==> src/rtl/axi4lite_slave_regs.sv <==
// AXI4-Lite slave with a four-entry 8-bit register map: CTRL, DATA, SCRATCH (RW) and STATUS (RO).
// Write and read channels run as independent FSMs; writes commit on the edge that enters W_RESP.
module axi4lite_slave_regs (
    input  logic       s_axi_aclk,
    input  logic       s_axi_aresetn,
    input  logic [1:0] s_axi_awaddr,
    input  logic       s_axi_awvalid,
    output logic       s_axi_awready,
    input  logic [7:0] s_axi_wdata,
    input  logic       s_axi_wstrb,
    input  logic       s_axi_wvalid,
    output logic       s_axi_wready,
    output logic [1:0] s_axi_bresp,
    output logic       s_axi_bvalid,
    input  logic       s_axi_bready,
    input  logic [1:0] s_axi_araddr,
    input  logic       s_axi_arvalid,
    output logic       s_axi_arready,
    output logic [7:0] s_axi_rdata,
    output logic [1:0] s_axi_rresp,
    output logic       s_axi_rvalid,
    input  logic       s_axi_rready,
    input  logic [7:0] status_in,
    output logic [7:0] ctrl_out,
    output logic [7:0] data_out,
    output logic       data_wr_pulse
);

    typedef enum logic [1:0] {W_IDLE, W_ADDR, W_DATA, W_RESP} wstate_t;
    typedef enum logic {R_IDLE, R_DATA} rstate_t;

    localparam logic [1:0] IDX_DATA   = 2'd1;
    localparam logic [1:0] IDX_STATUS = 2'd3;
    localparam logic [1:0] RESP_OKAY  = 2'b00;
    localparam logic [1:0] RESP_SLVERR = 2'b10;

    wstate_t    wstate_q, wstate_d;
    rstate_t    rstate_q, rstate_d;
    logic       ready_en_q;
    logic [1:0] awaddr_q;
    logic [7:0] wdata_q;
    logic       wstrb_q;
    logic [7:0] regs_q [0:2];
    logic [1:0] bresp_q;
    logic [7:0] rdata_q, rdata_d;
    logic       pulse_q;

    logic       aw_hs, w_hs, b_hs, ar_hs, r_hs;
    logic       commit;
    logic [1:0] commit_addr;
    logic [7:0] commit_data;
    logic       commit_strb;
    logic       commit_reg_wr;

    assign aw_hs = s_axi_awvalid && s_axi_awready;
    assign w_hs  = s_axi_wvalid && s_axi_wready;
    assign b_hs  = s_axi_bvalid && s_axi_bready;
    assign ar_hs = s_axi_arvalid && s_axi_arready;
    assign r_hs  = s_axi_rvalid && s_axi_rready;

    // Address/data may arrive on the commit edge itself, so bypass the latches then.
    assign commit        = (wstate_d == W_RESP) && (wstate_q != W_RESP);
    assign commit_addr   = aw_hs ? s_axi_awaddr : awaddr_q;
    assign commit_data   = w_hs ? s_axi_wdata : wdata_q;
    assign commit_strb   = w_hs ? s_axi_wstrb : wstrb_q;
    assign commit_reg_wr = commit && commit_strb && (commit_addr != IDX_STATUS);

    // State registers
    always_ff @(posedge s_axi_aclk) begin
        if (!s_axi_aresetn) begin
            wstate_q   <= W_IDLE;
            rstate_q   <= R_IDLE;
            ready_en_q <= 1'b0;
        end else begin
            wstate_q   <= wstate_d;
            rstate_q   <= rstate_d;
            ready_en_q <= 1'b1;
        end
    end

    // Next-state logic
    always_comb begin
        wstate_d = wstate_q;
        case (wstate_q)
            W_IDLE: begin
                if (aw_hs && w_hs) wstate_d = W_RESP;
                else if (aw_hs)    wstate_d = W_ADDR;
                else if (w_hs)     wstate_d = W_DATA;
            end
            W_ADDR:  if (w_hs)  wstate_d = W_RESP;
            W_DATA:  if (aw_hs) wstate_d = W_RESP;
            W_RESP:  if (b_hs)  wstate_d = W_IDLE;
            default: wstate_d = W_IDLE;
        endcase
    end

    always_comb begin
        rstate_d = rstate_q;
        case (rstate_q)
            R_IDLE:  if (ar_hs) rstate_d = R_DATA;
            R_DATA:  if (r_hs)  rstate_d = R_IDLE;
            default: rstate_d = R_IDLE;
        endcase
    end

    // Outputs decoded from registered state; readies stay low until the first edge out of reset.
    always_comb begin
        s_axi_awready = ready_en_q && ((wstate_q == W_IDLE) || (wstate_q == W_DATA));
        s_axi_wready  = ready_en_q && ((wstate_q == W_IDLE) || (wstate_q == W_ADDR));
        s_axi_bvalid  = (wstate_q == W_RESP);
        s_axi_arready = ready_en_q && (rstate_q == R_IDLE);
        s_axi_rvalid  = (rstate_q == R_DATA);
    end

    assign s_axi_bresp   = bresp_q;
    assign s_axi_rdata   = rdata_q;
    assign s_axi_rresp   = RESP_OKAY;
    assign ctrl_out      = regs_q[0];
    assign data_out      = regs_q[1];
    assign data_wr_pulse = pulse_q;

    always_ff @(posedge s_axi_aclk) begin
        if (!s_axi_aresetn) begin
            awaddr_q <= 2'd0;
            wdata_q  <= 8'h00;
            wstrb_q  <= 1'b0;
            bresp_q  <= RESP_OKAY;
            pulse_q  <= 1'b0;
        end else begin
            if (aw_hs) awaddr_q <= s_axi_awaddr;
            if (w_hs) begin
                wdata_q <= s_axi_wdata;
                wstrb_q <= s_axi_wstrb;
            end
            if (commit) bresp_q <= (commit_addr == IDX_STATUS) ? RESP_SLVERR : RESP_OKAY;
            pulse_q <= commit_reg_wr && (commit_addr == IDX_DATA);
        end
    end

    for (genvar gi = 0; gi < 3; gi++) begin : g_regs
        always_ff @(posedge s_axi_aclk) begin
            if (!s_axi_aresetn)                                   regs_q[gi] <= 8'h00;
            else if (commit_reg_wr && (commit_addr == 2'(gi)))    regs_q[gi] <= commit_data;
        end
    end

    // Reads sample pre-commit register contents, so a same-edge write is not visible.
    always_comb begin
        case (s_axi_araddr)
            2'd0:    rdata_d = regs_q[0];
            2'd1:    rdata_d = regs_q[1];
            2'd2:    rdata_d = regs_q[2];
            default: rdata_d = status_in;
        endcase
    end

    always_ff @(posedge s_axi_aclk) begin
        if (!s_axi_aresetn)  rdata_q <= 8'h00;
        else if (ar_hs)      rdata_q <= rdata_d;
    end

endmodule

==> config.mk <==
export PLATFORM = sky130hd
export DESIGN_NAME = axi4lite_slave_regs
export DESIGN_NICKNAME = d
export VERILOG_FILES = /design/src/rtl/axi4lite_slave_regs.sv
export SDC_FILE = /design/constraint.sdc
export NUM_CORES = 1
export LEC_CHECK = 0
export ABC_CLOCK_PERIOD_IN_PS = 2400
export CAP_MARGIN = 5
export CORE_UTILIZATION = 43
export CTS_CLUSTER_DIAMETER = 150
export CTS_CLUSTER_SIZE = 10
export DETAILED_ROUTE_END_ITERATION = 8
export GPL_ROUTABILITY_DRIVEN = 0
export GPL_TIMING_DRIVEN = 0
export HOLD_SLACK_MARGIN = 0.15
export PLACE_DENSITY = 0.72
export SETUP_SLACK_MARGIN = 0.1
export SLEW_MARGIN = 15
export SYNTH_ARGS = -nofsm -noshare
export SYNTH_HDL_FRONTEND = slang
export SYNTH_SLANG_ARGS = --single-unit
==> constraint.sdc <==
create_clock -name s_axi_aclk -period 2.4 [get_ports s_axi_aclk]
set_input_delay 0.24 -clock s_axi_aclk [delete_from_list [all_inputs] [get_ports s_axi_aclk]]
set_output_delay 0.24 -clock s_axi_aclk [all_outputs]
set_load 0.01 [all_outputs]
==> results.ini, run 1 <==
[status]
status=finished clean

[final_layout]
drive_above_1_share_pct=19.7
diodes=0
fin_nets=286
fin_area_mm2=0.00311
finalCoreUtilization_pct=60.4
area_growth_pct=35.2

[pwr]
power_leakage_nw=1.12
ir_drop_v=0.000299
power.density_mw_per_mm2=586
p_total_mw=1.82

[clock_network]
root_buffer=clkbuf_8
max-clock-path-buffers=2
clk_pin_slew_ns=0.08
cts_tree=yes
clock_sinks=49
cts_made_buffers=5
htree_levels=2
insertion_delay_ns=0.30

[setup_path]
worstPathMaxFanout=10
path_buf_inv=3
arrival_ns=2.07
crit_path_frequent_cell=clkbuf_1
rr_worst_depth=6
crit_path_start=s_axi_aresetn
ff2ff_setup_slack_ns=0.38
cp-endpoint=regs_q[2][5]$_SDFFCE_PN0P_
r2r_start=ready_en_q$_DFF_P_
cp_slowest_stage_delay_ns=0.58
cp_cell_sequence=clkdlybuf4s50_1 -> clkbuf_1 -> clkbuf_1 -> o31ai_4
end_kind=flip-flop
critical_path.top_delay_family=buffers and inverters
cpMaxStageDelayCell=clkbuf_1
r2r_end=regs_q[2][5]$_SDFFCE_PN0P_
worstSetupStartpointType=primary input
critPathKind=in2reg
cp.required_ns=2.40
cp.depth=4

[timing]
fin_setup_tns_ns=0
finalHoldViolations=0
finalClockSkew_ns=0.00744
setup_viol=0
worst_pin_slew_ns=0.667
relSlewSlack_pct=54.7
fin_crit_sh_pct=86.5
fin_ws_ns=0.323
report.final.slew_viol_count=0
fmax_ghz=0.481
rsz0062_at_grt=false
finalCriticalPeriod_ns=2.08

[die]
dieWidth_um=75.1
die_h_um=75.1
design.core.area_mm2=0.00514
dieArea_mm2=0.00564
num_io_pins=62
initial_core_util_pct=44.7
core.rowCount=26

[logic_synthesis]
avgSynthCellArea_um2=11.9
ys.warnings.count=0
synth-simple-area-share_pct=19.2
synthAdderAreaFrac_pct=0
synthDistinctLibCells=32
synth-xor-area-share_pct=0
synth_top_family_by_area=simple AND/OR/NAND/NOR gates
netlist_area_mm2=0.00230
synth-seq-area-share_pct=53.2
synth_compound_area_share_pct=6.05
ys_ff_latch=49
synth_mux_area_share_pct=15.3
syn-instance-count=193

[run]
cap_violations=0

[detailed_routing]
viasPerCell=5.13
firstDrtPassIters=4
drt-initial-drc-count=74
drtAntennaViolNets=0
drc=0
via_count=1689
routedWlPerCell_um=14.4
totalWireLength_mm=4.74

[placement]
numPortBuffers=56
placedInstanceArea_mm2=0.00295
hpwl_mm=3.57
dp_slack_ns=-0.371

[grt]
grt_usage_pct=18.2
grt_pass1_vias=1600
grt_pass1_wl_mm=7.56
grt_max_degree=15
grt.overflow.total=0
antenna_found_initial=0

[hold_path]
hold_path.class=reg2reg

[per-stage QoR]
| step | hold WS (ns) | std cells |
|---|---|---|
| 2_1_floorplan | 0.268 | 195 |
| 3_3_place_gp | 0.448 | 321 |
| 3_5_place_dp | 0.452 | 321 |
| 4_1_cts | 0.464 | 329 |
| 5_1_grt | 0.489 | 329 |
| 6_report | 0.459 | 329 |
[synth_stat cells]
cell type  instances  area (um2)
nor4_2             8         100
nor2b_1            7        43.8
o31ai_1            2        15.0
conb_1             1        3.75
mux2i_1            3        30.0
o311a_1            1        10.0
o31ai_2            1        12.5
nor2_1             8        30.0
buf_2              5        25.0
buf_1              1        3.75
and2_1             1        6.26
o21a_1             1        7.51
a21oi_1            3        15.0
buf_4              4        30.0
mux2_2             8        90.1
inv_1             11        41.3
and3_1             1        6.26
clkbuf_1           5        18.8
edfxtp_1          24         721
nand3b_2           1        11.3
mux2i_2            2        27.5
a31o_2             1        8.76
buf_6              2        22.5
dfxtp_1           25         500
mux4_2             8         180
nor4_1            17         106
and3b_1            2        17.5
or2_2              1        6.26
nand2_1           29         109
mux2i_4            1        22.5
nand3_1            1        5.00
o2bb2ai_1          8        70.1
[worst min-delay path by stage]
stage,start,endpoint,slack [ns],depth (start not counted)
floorplan,s_axi_aresetn,ready_en_q$_DFF_P_,0.27,0
global route,s_axi_rdata[2]$_SDFFE_PN0P_,s_axi_rdata[2]$_SDFFE_PN0P_,0.49,2
finish,s_axi_rdata[3]$_SDFFE_PN0P_,s_axi_rdata[3]$_SDFFE_PN0P_,0.46,2
detailed placement,s_axi_rdata[2]$_SDFFE_PN0P_,s_axi_rdata[2]$_SDFFE_PN0P_,0.45,2
global placement,s_axi_rdata[4]$_SDFFE_PN0P_,s_axi_rdata[4]$_SDFFE_PN0P_,0.45,2
CTS,s_axi_rdata[2]$_SDFFE_PN0P_,s_axi_rdata[2]$_SDFFE_PN0P_,0.46,2
[cells in the final DEF (no fill, tap or decap), types with 2 or more instances in the layout]
| cell | count |
|---|---|
| mux2i_1 | 3 |
| nor4_1 | 17 |
| nor2_1 | 8 |
| mux2_2 | 8 |
| clkbuf_8 | 6 |
| clkbuf_1 | 6 |
| a21oi_1 | 3 |
| buf_4 | 4 |
| o2bb2ai_1 | 8 |
| mux2i_2 | 2 |
| mux4_2 | 8 |
| dfxtp_1 | 25 |
| conb_1 | 3 |
| inv_1 | 11 |
| edfxtp_1 | 24 |
| clkdlybuf4s50_1 | 56 |
| and3b_1 | 2 |
| buf_2 | 5 |
| nor4_2 | 8 |
| o31ai_4 | 3 |
| nor2b_1 | 7 |
| nand2_1 | 29 |
| buf_6 | 2 |
[state kept, by name, summed over array words and instances (netlist names)]
signal	flops
data_wr_pulse	1
wstrb_q	1
s_axi_rdata	8
s_axi_bresp	1
awaddr_q	2
s_axi_rvalid	1
wstate_q	2
ready_en_q	1
wdata_q	8
regs_q	24
[logic make-up (layout without fill, tap and decap cells)]
kind of cell	Yosys count	in the layout
AND/OR/NAND/NOR	76	76
buffers and inverters	28	92
other	1	3
multiplexers	22	22
flip-flops	49	49
AO/OA/AOI/OAI	17	17
[power by group]
group / switching [mW] / total (mW) / internal (mW)
logic: 0.143 / 0.291 / 0.148
registers: 0.0203 / 0.932 / 0.911
clock network: 0.258 / 0.597 / 0.340
[routing by layer]
metal,part of all wire (%),up-vias,global-route usage (%),wire length (um)
li1,-,831,-,-
met1,44,786,23.3,2080
met2,48,65,30.3,2260
met3,7.0,7,4.28,332
met4,1.5,0,6.29,72
met5,0,-,0,0
[layout make-up]
type	count	area [um2]
Fill cell	433	2030
Tap cell	70	87.6
Inverter	11	41.3
Clock inverter	1	30.0
Sequential cell	49	1220
Buffer	17	100
Timing Repair Buffer	56	561
Multi-Input combinational cell	118	978
Clock buffer	7	86.3
[worst register-to-register path: stages, from the launching register on]
cell	delay (ns)
dfxtp_1	0.44
and3b_1	0.21
buf_6	0.16
mux2i_1	0.10
buf_4	0.18
buf_6	0.16
o31ai_4	0.42
[repair_timing]
action                                 CTS  global route
setup endpoints to repair               16            24
resized for setup                        2             3
endpoints found under the hold margin    0             0
pin swaps                                0             0
setup buffers                            0             0
hold buffers                             0             0
cloned                                   0             0
Note: power is estimated with default switching activity, not from simulation.
==> run 2: changes to the inputs <==
--- a/config.mk
+++ b/config.mk
@@ -15,8 +15,9 @@
 export GPL_TIMING_DRIVEN = 0
 export HOLD_SLACK_MARGIN = 0.15
 export PLACE_DENSITY = 0.72
+export REMOVE_ABC_BUFFERS = 1
 export SETUP_SLACK_MARGIN = 0.1
-export SLEW_MARGIN = 15
+export SLEW_MARGIN = 10
 export SYNTH_ARGS = -nofsm -noshare
 export SYNTH_HDL_FRONTEND = slang
 export SYNTH_SLANG_ARGS = --single-unit
==> run 2 against run 1 <==
Clock-buffer cell count shrank 2. Global-route usage fell by 0.54 points. Setup slack better by 0.021 ns. Sequential cell count stayed put. Critical path depth decreased by 1. Final cell count decreased by 4.3%. Via count down 3.9%. Non-clock buffer count down 15. Clock power is 24% lower. Largest cell class unchanged. Highest routed layer unchanged.
==> results.ini, run 2 (synthesis results as in run 1) <==
[status]
status=finished clean

[grt]
grt_pass1_vias=1470  ; -8.1%
grt_usage_pct=17.7  ; -0.54 points
grt_pass1_wl_mm=7.31  ; -3.2%
antenna_found_initial=0  ; unchanged
grt_max_degree=32  ; +17
grt.overflow.total=0  ; unchanged

[detailed_routing]
firstDrtPassIters=4  ; unchanged
totalWireLength_mm=4.52  ; -4.6%
drtAntennaViolNets=0  ; unchanged
routedWlPerCell_um=14.3  ; -0.36%
drt-initial-drc-count=97  ; +31%
via_count=1623  ; -3.9%
viasPerCell=5.15  ; +0.36%
drc=0  ; unchanged

[die]
die_h_um=75.1  ; unchanged
dieWidth_um=75.1  ; unchanged
dieArea_mm2=0.00564  ; unchanged
core.rowCount=26  ; unchanged
design.core.area_mm2=0.00514  ; unchanged
initial_core_util_pct=44.7  ; unchanged
num_io_pins=62  ; unchanged

[final_layout]
final_common_cell=clkdlybuf4s50_1
layout_common_cells=clkdlybuf4s50_1, nand2_1, dfxtp_1
fin_nets=272  ; -4.9%
drive_above_1_share_pct=18.0  ; -1.7 points
top_register=regs_q
largest_reg_flops=24  ; unchanged
area_growth_pct=32.1
finalCoreUtilization_pct=59.0  ; -1.4 points
diodes=0  ; unchanged

[clock_network]
insertion_delay_ns=0.30  ; about the same
cts_tree=yes
root_buffer=clkbuf_8
cts_made_buffers=5  ; unchanged
clock_sinks=49  ; unchanged
htree_levels=2  ; unchanged
clk_pin_slew_ns=0.08  ; about the same
max-clock-path-buffers=2  ; unchanged

[setup_path]
worstPathMaxFanout=15  ; +5
r2r_end=regs_q[1][4]$_SDFFCE_PN0P_
cp-endpoint=regs_q[1][4]$_SDFFCE_PN0P_
arrival_ns=2.06  ; about the same
cp.required_ns=2.41  ; about the same
crit_path_start=ready_en_q$_DFF_P_
critPathKind=reg2reg
r2r_start=ready_en_q$_DFF_P_
worstSetupStartpointType=flip-flop
rr_worst_depth=3  ; -3
end_kind=flip-flop
ff2ff_setup_slack_ns=0.34  ; -0.04 ns

[timing]
relSlewSlack_pct=51.7  ; -3.0 points
finalClockSkew_ns=0.00546  ; -0.00198 ns
worst_pin_slew_ns=0.711  ; +0.0439 ns
report.final.slew_viol_count=0  ; unchanged
fin_setup_tns_ns=0  ; unchanged
rsz0062_at_grt=false
fin_crit_sh_pct=85.7  ; -0.90 points
fin_ws_ns=0.344  ; +0.0215 ns
finalHoldViolations=0  ; unchanged
holdWs_ns=0.403  ; -0.0568 ns
fmax_ghz=0.486  ; +1.0%
finalCriticalPeriod_ns=2.06  ; -0.0215 ns
setup_viol=0  ; unchanged

[pwr]
p_total_mw=1.67  ; -8.3%
power.density_mw_per_mm2=550  ; -6.2%
power_leakage_nw=1.06  ; -5.2%
ir_drop_v=0.000233  ; -22%

[placement]
hpwl_mm=3.25  ; -9.0%
numPortBuffers=58  ; +3.6%
dp_slack_ns=-0.995  ; -0.624 ns

[run]
cap_violations=0  ; unchanged

[hold_path]
hold_path.class=in2reg
worstHoldPathCells=1  ; -1

==> run 2: changes by cell type in the layout (fill, tap and decap cells not counted), sizes merged <==
cell,previous run,this run
buf,12,1
clkdlybuf4s50,56,57
clkbuf,12,5
mux2i,6,7
bufinv,1,0
clkinv,0,3
==> run 2: final cells by class <==
cell class                 instances  area [um2]
fill                             456        2110
multi-input combinational        119        1030
timing repair buffer              58         576
clock inverter                     3        12.5
clock buffer                       5        68.8
sequential                        49        1220
inverter                          11        41.3
tap                               70        87.6
==> run 2: timing repair <==
item,CTS,global route
resized for setup,7,2
setup buffers,0,0
hold buffers,0,0
setup endpoints to repair,42,40
pin swaps,0,0
gates cloned,1,0
==> run 2: worst min path at each step <==
stage	from	endpoint	slack, ns
3_3_place_gp	s_axi_rdata[6]$_SDFFE_PN0P_	s_axi_rdata[6]$_SDFFE_PN0P_	0.45
2_1_floorplan	s_axi_aresetn	ready_en_q$_DFF_P_	0.27
3_5_place_dp	s_axi_rdata[3]$_SDFFE_PN0P_	s_axi_rdata[3]$_SDFFE_PN0P_	0.45
5_1_grt	s_axi_aresetn	ready_en_q$_DFF_P_	0.43
4_1_cts	s_axi_rdata[3]$_SDFFE_PN0P_	s_axi_rdata[3]$_SDFFE_PN0P_	0.47
6_report	s_axi_aresetn	ready_en_q$_DFF_P_	0.40
==> run 2: worst max-delay path: stages (launching register included) <==
cell	delay (ns)
dfxtp_1	0.44
and3b_2	0.46
mux2i_4	0.64
o31ai_4	0.22
==> run 2: per-stage QoR <==
stage,instance area [um2],std cells
5_1_grt,3030,315
6_report,3030,315
4_1_cts,3030,315
3_5_place_dp,2890,306
2_1_floorplan,2200,178
3_3_place_gp,2870,306
==> run 2: power breakdown <==
part           leakage (nW)  internal [mW]  total, mW  switching (mW)
Clock                0.0430          0.196      0.453           0.256
Sequential            0.452          0.911      0.932          0.0208
Combinational         0.569          0.141      0.283           0.142
==> run 2: layer usage <==
| layer | global-route usage, % | up-vias | wire length [um] |
|---|---|---|---|
| li1 | - | 810 | - |
| met1 | 23.8 | 752 | 2000 |
| met2 | 28.5 | 56 | 2220 |
| met3 | 3.08 | 5 | 242 |
| met4 | 6.92 | 0 | 50 |
| met5 | 0 | - | 0 |
==> patch (settings of run 2) <==
Reset style: asynchronous (`s_axi_aresetn`), changed in 4 clocked blocks.
--- a/src/rtl/axi4lite_slave_regs.sv
+++ b/src/rtl/axi4lite_slave_regs.sv
@@ -66,7 +66,7 @@
     assign commit_reg_wr = commit && commit_strb && (commit_addr != IDX_STATUS);
 
     // State registers
-    always_ff @(posedge s_axi_aclk) begin
+    always_ff @(posedge s_axi_aclk or negedge s_axi_aresetn) begin
         if (!s_axi_aresetn) begin
             wstate_q   <= W_IDLE;
             rstate_q   <= R_IDLE;
@@ -119,7 +119,7 @@
     assign data_out      = regs_q[1];
     assign data_wr_pulse = pulse_q;
 
-    always_ff @(posedge s_axi_aclk) begin
+    always_ff @(posedge s_axi_aclk or negedge s_axi_aresetn) begin
         if (!s_axi_aresetn) begin
             awaddr_q <= 2'd0;
             wdata_q  <= 8'h00;
@@ -138,7 +138,7 @@
     end
 
     for (genvar gi = 0; gi < 3; gi++) begin : g_regs
-        always_ff @(posedge s_axi_aclk) begin
+        always_ff @(posedge s_axi_aclk or negedge s_axi_aresetn) begin
             if (!s_axi_aresetn)                                   regs_q[gi] <= 8'h00;
             else if (commit_reg_wr && (commit_addr == 2'(gi)))    regs_q[gi] <= commit_data;
         end
@@ -154,7 +154,7 @@
         endcase
     end
 
-    always_ff @(posedge s_axi_aclk) begin
+    always_ff @(posedge s_axi_aclk or negedge s_axi_aresetn) begin
         if (!s_axi_aresetn)  rdata_q <= 8'h00;
         else if (ar_hs)      rdata_q <= rdata_d;
     end
Formal check against the unedited RTL: differs if s_axi_aresetn is asserted again (counterexample within 4 cycles, from zero or initial values and one cycle with s_axi_aresetn low); with s_axi_aresetn held inactive, the same outputs for 10 cycles.
==> patch against run 2 <==
Final cell count decreased by 12%. Worst setup slack improved by 71 ps. Sequential cell count unchanged. Design area decreased by 3.0%. Core utilization decreased by 1.4 points. Area after synthesis decreased by 0.16%. Routed wire length decreased by 1.0%. Die area decreased by 0.16%. Critical endpoint is now regs_q[5]. Largest cell class unchanged.
Power is not compared: it rests on default switching activity, and its combinational part moved more than twofold at a synthesized area within 25%.
==> patch: results (changes against run 2) <==
** Status
- Run status :: completed (unchanged)

** CTS
- The number of gates resized after cts came to 0 (was 7).

** Logic synthesis
- Number of distinct standard cells referenced by the synthesized netlist :: 22 (was 32)
- Leading post-synthesis cells by instance count: sky130_fd_sc_hd__dfrtp_1 (49), sky130_fd_sc_hd__mux2_2 (43), sky130_fd_sc_hd__buf_4 (19) (was sky130_fd_sc_hd__nand2_1 (29), sky130_fd_sc_hd__dfxtp_1 (25), sky130_fd_sc_hd__edfxtp_1 (24)).
- Top cells by area, synth: sky130_fd_sc_hd__dfrtp_1 (53%), sky130_fd_sc_hd__mux2_2 (21%), sky130_fd_sc_hd__mux4_2 (7.9%) (was sky130_fd_sc_hd__edfxtp_1 (31%), sky130_fd_sc_hd__dfxtp_1 (22%), sky130_fd_sc_hd__mux4_2 (7.8%)).
- Post-Synthesis Mean Instance Area :: 14.6 um2 (was 11.9 um2)
- Async set-reset flop share out of synthesis :: 100% (was 0%)

** Drt
- Final wirelength :: 4470 um (was 4520 um)
- Violation count after the first detailed-routing iteration :: 28 (was 97)

** Finish
- The number of nets at the end of the flow came to 233 (was 272).
- Fraction of layout cells with a size suffix above 1 :: 32.0% (was 18.0%)

** GRT
- The maximum number of pins on one net before global-route repair came to 35 (was 32).
- GR Util met1 :: 23.9% (was 23.8%)
- Via count of the first global-routing pass :: 1,424 (was 1,470)
- The wire length of the first global-routing pass came to 7120 um (was 7310 um).
- The all-layer global routing usage is 17.7% (about the same).

** Placement
- Post-place instance area :: 0.00283 mm2 (was 0.00289 mm2)
- Number of placed instances, taps included :: 267 (was 306)
- Final HPWL from detailed placement :: 3170 um (was 3250 um)

** Critical path
- The cell with the biggest individual delay on the critical path was sky130_fd_sc_hd__dfrtp_1 (was sky130_fd_sc_hd__mux2i_4).
- Delay-heaviest family, CP :: simple AND/OR/NAND/NOR gates (was multiplexers)
- Worst Path Arrival :: 2170 ps (was 2060 ps)

** STA
- Clock tree skew after final layout :: 6.87 ps (was 5.46 ps)
- Slew at the pin with the worst max-slew slack :: 616 ps (was 711 ps)

** Worst hold path
- The worst min-delay path class is in2async (was in2reg).
patch: layout make-up:
| cell class | instances | area (um2) |
|---|---|---|
| inverter | 1 | 3.75 |
| multi-input combinational | 88 | 920 |
| fill | 434 | 2160 |
| clock buffer | 7 | 96.3 |
| clock inverter | 1 | 5.00 |
| timing repair buffer | 60 | 606 |
| tap | 70 | 87.6 |
| sequential | 49 | 1230 |
patch: routing by layer:
metal	wire length, um	vias up
met5	0	-
met4	36	0
met2	2080	50
li1	-	629
met1	2100	691
met3	262	5
patch: final timing paths:
check	startpoint	endpoint	slack (ps)	cells after the start
worst min register to register	s_axi_bresp[1]	s_axi_bresp[1]	480	2
max in group asynchronous	s_axi_aresetn	wdata_q[6]	1500	3
worst min-delay path	s_axi_aresetn	regs_q[7]	400	2
worst max-delay path	wstate_q[0]	regs_q[5]	420	4
min in group s_axi_aclk	s_axi_bresp[1]	s_axi_bresp[1]	480	2
worst max register to register	wstate_q[0]	regs_q[5]	420	4
patch: logic make-up after synthesis:
family | share of synthesized area [%]
and+or+nand+nor | 6.87
other | 0.327
buffers and inverters | 6.76
muxes | 29.0
DFF | 53.5
AOI/OAI and AO/OA | 3.60
patch: power groups by stage:
stage               sequential [uW]  clock [uW]  combinational (uW)
floorplan                      1490           0                 632
global placement               1430           0                1310
detailed placement             1450           0                1350
CTS                            1440         537                1350
global route                   1490         582                1440
finish                         1440         525                1340
patch: what timing repair did:
action | 4_1_cts | 5_1_grt
setup endpoints to repair | 0 | 0
endpoints found under the hold margin | 15 | 0
hold buffers | 1 | 0
patch: stage by stage:
stage                     total power (uW)  hold slack [ps]  util, %  setup WS [ps]
after CTS                             3330              398     57.6            416
final                                 3300              396     57.6            415
after floorplan                       2120            -55.6        -            659
after global routing                  3510              423     57.6            340
after global placement                2730              468     55.2           -200
after detailed placement              2800              188     55.5            188
